==> config.mk <==
export PLATFORM = sky130hd
export DESIGN_NAME = morph_ctrl_flat
export DESIGN_NICKNAME = d
export VERILOG_FILES = /design/src/rtl/morph_ctrl_if.sv /design/src/rtl/morph_ctrl.sv /design/src/flat_wrapper.sv
export SDC_FILE = /design/constraint.sdc
export NUM_CORES = 1
export LEC_CHECK = 0
export BUFFER_PORTS_ARGS = -buffer_cell sky130_fd_sc_hd__buf_4
export CAP_MARGIN = 20
export CORE_ASPECT_RATIO = 1.1
export CORE_MARGIN = 8
export CORE_UTILIZATION = 35
export DETAILED_ROUTE_END_ITERATION = 7
export GPL_TIMING_DRIVEN = 0
export PLACE_DENSITY = 0.57
export REMOVE_ABC_BUFFERS = 1
export SLEW_MARGIN = 5
export SYNTH_ARGS = -nofsm -noshare
export SYNTH_HDL_FRONTEND = slang
export SYNTH_SLANG_ARGS = --single-unit
==> constraint.sdc <==
create_clock -name clk -period 1.63 [get_ports clk]
set_input_delay 0.326 -clock clk [delete_from_list [all_inputs] [get_ports clk]]
set_output_delay 0.326 -clock clk [all_outputs]
set_load 0.005 [all_outputs]
==> src/rtl/morph_ctrl_if.sv <==
// Pixel-timing, config handshake and status bundle between the morphology controller and its neighbours.
interface morph_ctrl_if #(
   parameter int CNT_W = 12
);
   logic             in_vsync;
   logic             in_de;
   logic             cfg_valid;
   logic [1:0]       cfg_mode;
   logic             cfg_ready;
   logic             matrix_de;
   logic [1:0]       mode_act;
   logic             border_mask;
   logic [CNT_W-1:0] col_cnt;
   logic [CNT_W-1:0] row_cnt;
   logic             frame_done;
   logic             frame_err;

   modport master (
      output in_vsync, in_de, cfg_valid, cfg_mode,
      input  cfg_ready, matrix_de, mode_act, border_mask, col_cnt, row_cnt, frame_done, frame_err
   );

   modport slave (
      input  in_vsync, in_de, cfg_valid, cfg_mode,
      output cfg_ready, matrix_de, mode_act, border_mask, col_cnt, row_cnt, frame_done, frame_err
   );
endinterface

==> src/rtl/morph_ctrl.sv <==
// Frame controller for the 3x3 morphology datapath: position tracking, window-valid gating, frame-boundary mode latch.
// matrix_de is combinational from in_de; border_mask trails it by PIPE_LAT cycles; a config slot holds one pending mode.
module morph_ctrl #(
   parameter int IMG_W    = 640,
   parameter int IMG_H    = 480,
   parameter int CNT_W    = 12,
   parameter int PIPE_LAT = 3
) (
   input  logic        clk,
   input  logic        rst,
   morph_ctrl_if.slave bus
);
   typedef enum logic {S_IDLE = 1'b0, S_ACTIVE = 1'b1} state_t;

   localparam logic [CNT_W-1:0] C_W      = CNT_W'(IMG_W);
   localparam logic [CNT_W-1:0] C_W_LAST = CNT_W'(IMG_W - 1);
   localparam logic [CNT_W-1:0] C_H_LAST = CNT_W'(IMG_H - 1);

   state_t              r_state;
   state_t              w_state_nxt;
   logic                r_vsync;
   logic                r_de;
   logic [CNT_W-1:0]    r_col;
   logic [CNT_W-1:0]    r_row;
   logic [CNT_W-1:0]    w_col_nxt;
   logic [CNT_W-1:0]    w_row_nxt;
   logic                w_vs_rise;
   logic                w_de_fall;
   logic                w_err_set;
   logic                w_frame_done;
   logic                w_matrix_de;
   logic                w_border_raw;
   logic                w_cfg_ready;
   logic                w_cfg_xfer;
   logic                r_pend_vld;
   logic [1:0]          r_pend_mode;
   logic [1:0]          r_mode_act;
   logic                r_err;
   logic [PIPE_LAT-1:0] r_bm_sr;

   assign w_vs_rise    = bus.in_vsync & ~r_vsync;
   assign w_de_fall    = ~bus.in_de & r_de;
   assign w_matrix_de  = ~rst & (r_state == S_ACTIVE) & bus.in_de;
   assign w_cfg_ready  = ~rst & ~r_pend_vld;
   assign w_cfg_xfer   = bus.cfg_valid & w_cfg_ready;
   assign w_border_raw = w_matrix_de & ((r_col == '0) | (r_col == C_W_LAST) |
                                        (r_row == '0) | (r_row == C_H_LAST));

   always_ff @(posedge clk) begin
      if (rst) begin
         r_state <= S_IDLE;
      end else begin
         r_state <= w_state_nxt;
      end
   end

   always_comb begin
      w_state_nxt  = r_state;
      w_col_nxt    = r_col;
      w_row_nxt    = r_row;
      w_err_set    = 1'b0;
      w_frame_done = 1'b0;
      case (r_state)
         S_IDLE: begin
            w_col_nxt = '0;
            w_row_nxt = '0;
            if (w_vs_rise) begin
               w_state_nxt = S_ACTIVE;
            end
         end
         S_ACTIVE: begin
            // An early vsync restarts the frame in place rather than dropping to IDLE.
            if (w_vs_rise) begin
               w_err_set = 1'b1;
               w_col_nxt = '0;
               w_row_nxt = '0;
            end else if (bus.in_de) begin
               if (r_col != '1) begin
                  w_col_nxt = r_col + 1'b1;
               end
            end else if (w_de_fall) begin
               w_err_set = (r_col != C_W);
               w_col_nxt = '0;
               if (r_row == C_H_LAST) begin
                  w_row_nxt    = '0;
                  w_frame_done = 1'b1;
                  w_state_nxt  = S_IDLE;
               end else begin
                  w_row_nxt = r_row + 1'b1;
               end
            end
         end
         default: w_state_nxt = S_IDLE;
      endcase
   end

   always_ff @(posedge clk) begin
      if (rst) begin
         r_vsync <= 1'b0;
         r_de    <= 1'b0;
         r_col   <= '0;
         r_row   <= '0;
         r_err   <= 1'b0;
      end else begin
         r_vsync <= bus.in_vsync;
         r_de    <= bus.in_de;
         r_col   <= w_col_nxt;
         r_row   <= w_row_nxt;
         if (w_err_set) begin
            r_err <= 1'b1;
         end
      end
   end

   // A transfer only happens with the slot empty, so it never collides with the vsync apply.
   always_ff @(posedge clk) begin
      if (rst) begin
         r_pend_vld  <= 1'b0;
         r_pend_mode <= 2'd0;
         r_mode_act  <= 2'd0;
      end else if (w_vs_rise && r_pend_vld) begin
         r_mode_act <= (r_pend_mode == 2'd3) ? 2'd0 : r_pend_mode;
         r_pend_vld <= 1'b0;
      end else if (w_cfg_xfer) begin
         r_pend_mode <= bus.cfg_mode;
         r_pend_vld  <= 1'b1;
      end
   end

   always_ff @(posedge clk) begin
      if (rst) begin
         r_bm_sr <= '0;
      end else begin
         r_bm_sr[0] <= w_border_raw;
         for (int i = 1; i < PIPE_LAT; i++) begin
            r_bm_sr[i] <= r_bm_sr[i-1];
         end
      end
   end

   assign bus.cfg_ready   = w_cfg_ready;
   assign bus.matrix_de   = w_matrix_de;
   assign bus.mode_act    = r_mode_act;
   assign bus.border_mask = r_bm_sr[PIPE_LAT-1];
   assign bus.col_cnt     = r_col;
   assign bus.row_cnt     = r_row;
   assign bus.frame_done  = ~rst & w_frame_done;
   assign bus.frame_err   = r_err;
endmodule

==> src/flat_wrapper.sv <==
// flat-port wrapper written by rule: the top's interface ports become plain ports
module morph_ctrl_flat 
#(
   parameter int IMG_W    = 640,
   parameter int IMG_H    = 480,
   parameter int CNT_W    = 12,
   parameter int PIPE_LAT = 3
)
  (clk, rst, bus_in_vsync, bus_in_de, bus_cfg_valid, bus_cfg_mode, bus_cfg_ready, bus_matrix_de, bus_mode_act, bus_border_mask, bus_col_cnt, bus_row_cnt, bus_frame_done, bus_frame_err);
  morph_ctrl_if #(.CNT_W(CNT_W)) bus_i ();
  input  logic clk;
  input  logic rst;
  input wire logic [$bits(bus_i.in_vsync)-1:0] bus_in_vsync;
  input wire logic [$bits(bus_i.in_de)-1:0] bus_in_de;
  input wire logic [$bits(bus_i.cfg_valid)-1:0] bus_cfg_valid;
  input wire logic [$bits(bus_i.cfg_mode)-1:0] bus_cfg_mode;
  output wire logic [$bits(bus_i.cfg_ready)-1:0] bus_cfg_ready;
  output wire logic [$bits(bus_i.matrix_de)-1:0] bus_matrix_de;
  output wire logic [$bits(bus_i.mode_act)-1:0] bus_mode_act;
  output wire logic [$bits(bus_i.border_mask)-1:0] bus_border_mask;
  output wire logic [$bits(bus_i.col_cnt)-1:0] bus_col_cnt;
  output wire logic [$bits(bus_i.row_cnt)-1:0] bus_row_cnt;
  output wire logic [$bits(bus_i.frame_done)-1:0] bus_frame_done;
  output wire logic [$bits(bus_i.frame_err)-1:0] bus_frame_err;
  assign bus_i.in_vsync = bus_in_vsync;
  assign bus_i.in_de = bus_in_de;
  assign bus_i.cfg_valid = bus_cfg_valid;
  assign bus_i.cfg_mode = bus_cfg_mode;
  assign bus_cfg_ready = bus_i.cfg_ready;
  assign bus_matrix_de = bus_i.matrix_de;
  assign bus_mode_act = bus_i.mode_act;
  assign bus_border_mask = bus_i.border_mask;
  assign bus_col_cnt = bus_i.col_cnt;
  assign bus_row_cnt = bus_i.row_cnt;
  assign bus_frame_done = bus_i.frame_done;
  assign bus_frame_err = bus_i.frame_err;
  morph_ctrl #(.IMG_W(IMG_W), .IMG_H(IMG_H), .CNT_W(CNT_W), .PIPE_LAT(PIPE_LAT)) u_core (.clk(clk), .rst(rst), .bus(bus_i));
endmodule
# Yosys cells after proc, flatten, opt, wreduce, memory -nomap -nowiden
# Index checks and enable logic that the tools add are counted.
dict set report totals {
  regBits 36
  in_bits 7
}
dict set report op_classes {
  n_addsub 2
  eq_ne 9
  muxes 26
  bitwise 17
  reduce_logical 7
}
# op n
set op_table {}
lappend op_table {{12-bit 2-to-1 mux} 8}
lappend op_table {{12-bit one-hot mux with 2 select lines} 2}
lappend op_table {{12-bit by 1-bit adder with 12-bit output, second input constant} 2}
lappend op_table {{12-bit zero test} 2}
lappend op_table {{1-bit 2-to-1 mux} 14}
lappend op_table {{12-bit by 10-bit equality test with 1-bit output, second input constant} 1}
lappend op_table {{12-bit by 9-bit equality test with 1-bit output, second input constant} 1}
lappend op_table {{12-bit by 10-bit inequality test with 1-bit output, second input constant} 1}
lappend op_table {{12-bit inequality test, second input constant} 1}
lappend op_table {{1-bit AND} 8}
lappend op_table {{4-bit inequality test, second input constant} 2}
lappend op_table {{3-bit inequality test, second input constant} 2}
lappend op_table {{1-bit inverter} 6}
lappend op_table {{2-bit AND reduction} 3}
lappend op_table {{1-bit OR} 3}
lappend op_table {{2-bit equality test, second input constant} 1}
lappend op_table {{2-bit 2-to-1 mux} 1}
lappend op_table {{1-bit one-hot mux with 2 select lines} 1}
lappend op_table {{2-bit OR reduction} 1}
lappend op_table {{1-bit logical AND} 1}

# Depth between registers and ports, before layout
dict set report depth {
  ltp_word 7
  depth_mapped 7
}

# Worst setup path after synthesis
# OpenSTA, ideal clock, no wires.
dict set report synth_timing {
  path_type {reg2out}
  startpoint {register u_core.r_row[0], in the netlist u_core.bus.row_cnt[0]}
  endpoint {output port bus_frame_done}
  arrival_time_ps 1308
  path_slack_ps -4
  stages_incl_launch_ff 6
  path_cell_list {dfxtp_1 ha_1 nand2_1 nor3_1 nand3_1 nor2_1}
}
dict set report synth_between {
  elab_chain_cells 7
}
# element line
set synth_rtl {}
lappend synth_rtl {{start, declared} morph_ctrl.sv:24} ;# logic [CNT_W-1:0] r_row;
lappend synth_rtl {{start signal, assigned} morph_ctrl.sv:108} ;# r_row <= w_row_nxt;
lappend synth_rtl {{12-bit by 9-bit equality test with 1-bit output} morph_ctrl.sv:84} ;# if (r_row == C_H_LAST) begin
lappend synth_rtl {{1-bit 2-to-1 mux} morph_ctrl.sv:84}
lappend synth_rtl {{1-bit 2-to-1 mux} morph_ctrl.sv:81} ;# end else if (w_de_fall) begin
lappend synth_rtl {{1-bit 2-to-1 mux} morph_ctrl.sv:77} ;# end else if (bus.in_de) begin
lappend synth_rtl {{1-bit 2-to-1 mux} morph_ctrl.sv:73} ;# if (w_vs_rise) begin
lappend synth_rtl {{1-bit 2-to-1 mux} morph_ctrl.sv:63} ;# case (r_state)
lappend synth_rtl {{1-bit AND} morph_ctrl.sv:147} ;# assign bus.frame_done = ~rst & w_frame_done;
lappend synth_rtl {{end, declared} flat_wrapper.sv:23} ;# output wire logic [$bits(bus_i.frame_done)-1:0] bus_frame_done;
# Every way passes these cells.

# Final worst setup path
dict set report layout_timing {
  startpoint {register u_core.r_row[1], in the netlist u_core.bus.row_cnt[1]}
  endpoint {output port bus_frame_done}
}
# The elaborated chain is that of the path after synthesis.

==> impl_metrics.yaml <==
placement:
  gp_congestion: 0.808
  place_hpwl_mm: 3.10
  port_buffers: 37
  place_area_um2: 2040
  post-place-cells: 295
logic_synthesis:
  yosys-top-cells-area: "dfxtp_1, nor2_1, xor2_1"
  synthTopCellsByCount: "dfxtp_1, nor2_1, nand3_1"
  ys_warn_count: 0
  syn_area_um2: 1730
  synth_top_area_share_pct: 41.7
  yosysMostFrequentCell: "dfxtp_1"
  async_flop_share_pct: 0
  ys_types: 43
  avgSynthCellArea_um2: 8.35
  ys.flop_type: "dfxtp_1"
  ys_ff_latch: 36
  synth.largest_area_cell: "dfxtp_1"
  synth_edf_count: 0
  netlist_instances: 207
  seq_area_frac_synth_pct: 41.7
detailed_routing:
  ant_nets: 0
  routed.top_layer: "met4"
  routed_wl_mm: 4.42
  met1Wirelength_mm: 1.91
  wl_per_cell_um: 14.2
  drt-initial-drc-count: 72
  drc: 0
  dr.pass1.iters: 4
  vias: 1628
  wl_met2_mm: 2.16
  avgViaCountPerCell: 5.22
  wl_met3_um: 276
final_layout:
  num-fill-cells: 487
  antennaDiodeCount: 0
  nets: 264
  instances_no_fill: 312
  final_util_pct: 49.5
  ff_latch_area_um2: 767
  multi_input_area_um2: 1090
  syn_to_final_growth_pct: 40.1
  fin_area_um2: 2420
  drive_gt1_share_pct: 39.0
cts:
  path_clk_slew_ns: 0.07
  cts_max_path_buffers: 2
  cts_tree: "done"
  clk-insertion-delay-late_ns: 0.29
  htreeDepth: 2
  cts_made_buffers: 5
  cts_num_sinks: 36
  postCtsHoldBufs: 0
  root_buffer: "clkbuf_8"
critical_path:
  cp_max_fo: 5
  path_class: "reg2out"
  cp.arrival_ns: 1.41
  reg2regPathDepth: 5
  start_kind: "flop"
  worst_setup_path_end_kind: "output port"
  critPathRequiredTime_ns: 1.30
floorplan:
  fp.dieH_um: 89.7
  rows: 27
  dieArea_um2: 7450
  core-area_um2: 4900
  die_w_um: 83.0
  start_util_pct: 35.3
  io_pins: 38
global_route:
  grt_pass1_wl_mm: 7.23
  grt_usage_pct: 11.5
  antenna_found_initial: 0
  grt_max_degree: 16
  overflow: 0
  first_global_vias: 1536
timing:
  hold_viol: 0
  finalSetupViolCount: 1
  worst_pin_slew_ns: 0.475
  layout_min_cycle_time_ns: 1.74
  rsz0062_at_grt: "yes"
  relSlewSlack_pct: 68.2
  final.setup.worst_slack_ns: -0.106
  worst_clock_skew_ns: 0.00448
  slew_violations: 0
  max_freq_mhz: 576
  fin_crit_sh_pct: 106
outcome:
  status: "finished, violations left"
  violations: "setup timing"
worst_hold_path:
  hold_path_class: "in2reg"
  min_path_cells: 3
job:
  maxCapViolCount: 0
power:
  p_per_area_nw_per_um2: 768
  p_leak_uw: 0.000939
  ir_drop_mv: 0.311
[final cells by class]
type | count | share of cell area (%)
Clock inverter | 1 | 1.24
Clock buffer | 7 | 3.98
Tap cell | 58 | 3.00
Multi-Input combinational cell | 159 | 45.1
Sequential cell | 36 | 31.7
Inverter | 5 | 0.775
Timing Repair Buffer | 46 | 14.3
[critical path, stage by stage (launching register included)]
cell,delay (ns)
dfxtp_4,0.38
ha_4,0.16
nand2_4,0.06
nor3_4,0.20
nand3_2,0.11
nor2_2,0.10
buf_4,0.11
[path summary, 6_finish.rpt]
path,start,end,slack [ns]
setup / recovery,u_core.bus.row_cnt[1],bus_frame_done,-0.11
hold / removal,bus_cfg_mode[0],u_core.r_pend_mode[0],0.28
setup reg to reg,u_core.bus.col_cnt[7],u_core.bus.col_cnt[11],0.03
hold reg to reg,u_core.r_bm_sr[1],u_core.r_bm_sr[2],0.44
[repair_timing]
item	4_1_cts	5_1_grt
setup buffers	3	6
endpoints found under the setup margin	23	14
pin swaps	4	6
gates resized for setup	41	18
[power breakdown]
group	internal (uW)	switching (uW)	total, uW	leakage (uW)
Clock	540	314	854	0.0000645
Combinational	47.6	57.3	105	0.000570
Sequential	883	18.4	901	0.000305
Total	1470	390	1860	0.000939
[flip-flops by register name (all words and copies together) (netlist names)]
name                  cells
u_core.r_pend_mode        2
u_core.bus.frame_err      1
u_core.bus.row_cnt       12
u_core.r_pend_vld         1
u_core.r_bm_sr            3
u_core.r_vsync            1
u_core.bus.mode_act       2
u_core.r_state            1
u_core.r_de               1
u_core.bus.col_cnt       12
[layer usage]
metal / vias up / global-route usage (%)
met2: 43 / 18.7
met5: - / 0
li1: 822 / -
met4: 0 / 4.99
met1: 757 / 13.1
met3: 6 / 4.15
[through the flow]
stage	worst slack [ns]	hold WS, ns	total power, uW	setup TNS (ns)
4_1_cts	-0.116	0.271	1880	-0.116
3_3_place_gp	-0.406	0.420	1020	-3.65
6_report	-0.106	0.279	1860	-0.106
2_1_floorplan	-0.00370	0.398	976	-0.00370
3_5_place_dp	-0.401	0.423	1020	-3.64
5_1_grt	-0.207	0.272	1940	-0.341
[kinds of logic (layout without fill, tap and decap cells)]
kind of cell / after synthesis / after routing / share of synthesized area (%)
AND/OR/NAND/NOR: 99 / 99 / 29.9
buffers and inverters: 12 / 59 / 3.18
multiplexers: 2 / 2 / 1.16
adder cells (fa/ha/maj): 4 / 4 / 2.89
flip-flops: 36 / 36 / 41.7
XOR/XNOR: 15 / 15 / 7.60
AO/OA/AOI/OAI: 39 / 39 / 13.6
[cells in the final DEF (no fill, tap or decap), drive strengths merged]
master	count
or3	4
inv	5
and2	3
o221ai	1
ha	4
nand4	7
nand3b	2
o31ai	1
or4	1
nor2b	6
and2b	1
mux2i	2
buf	46
dfxtp	36
nand2b	3
nor4	3
a21boi	1
clkbuf	7
nor3	2
and4	2
xnor2	4
nor3b	2
nand3	18
a31o	1
a21o	1
a211oi	4
a31oi	2
nand2	11
nor2	31
bufinv	1
xor2	11
o22ai	1
and3	2
a311oi	2
or4b	1
o21ai	10
a22o	1
a21oi	14
Power figures use the tool's default switching activity.
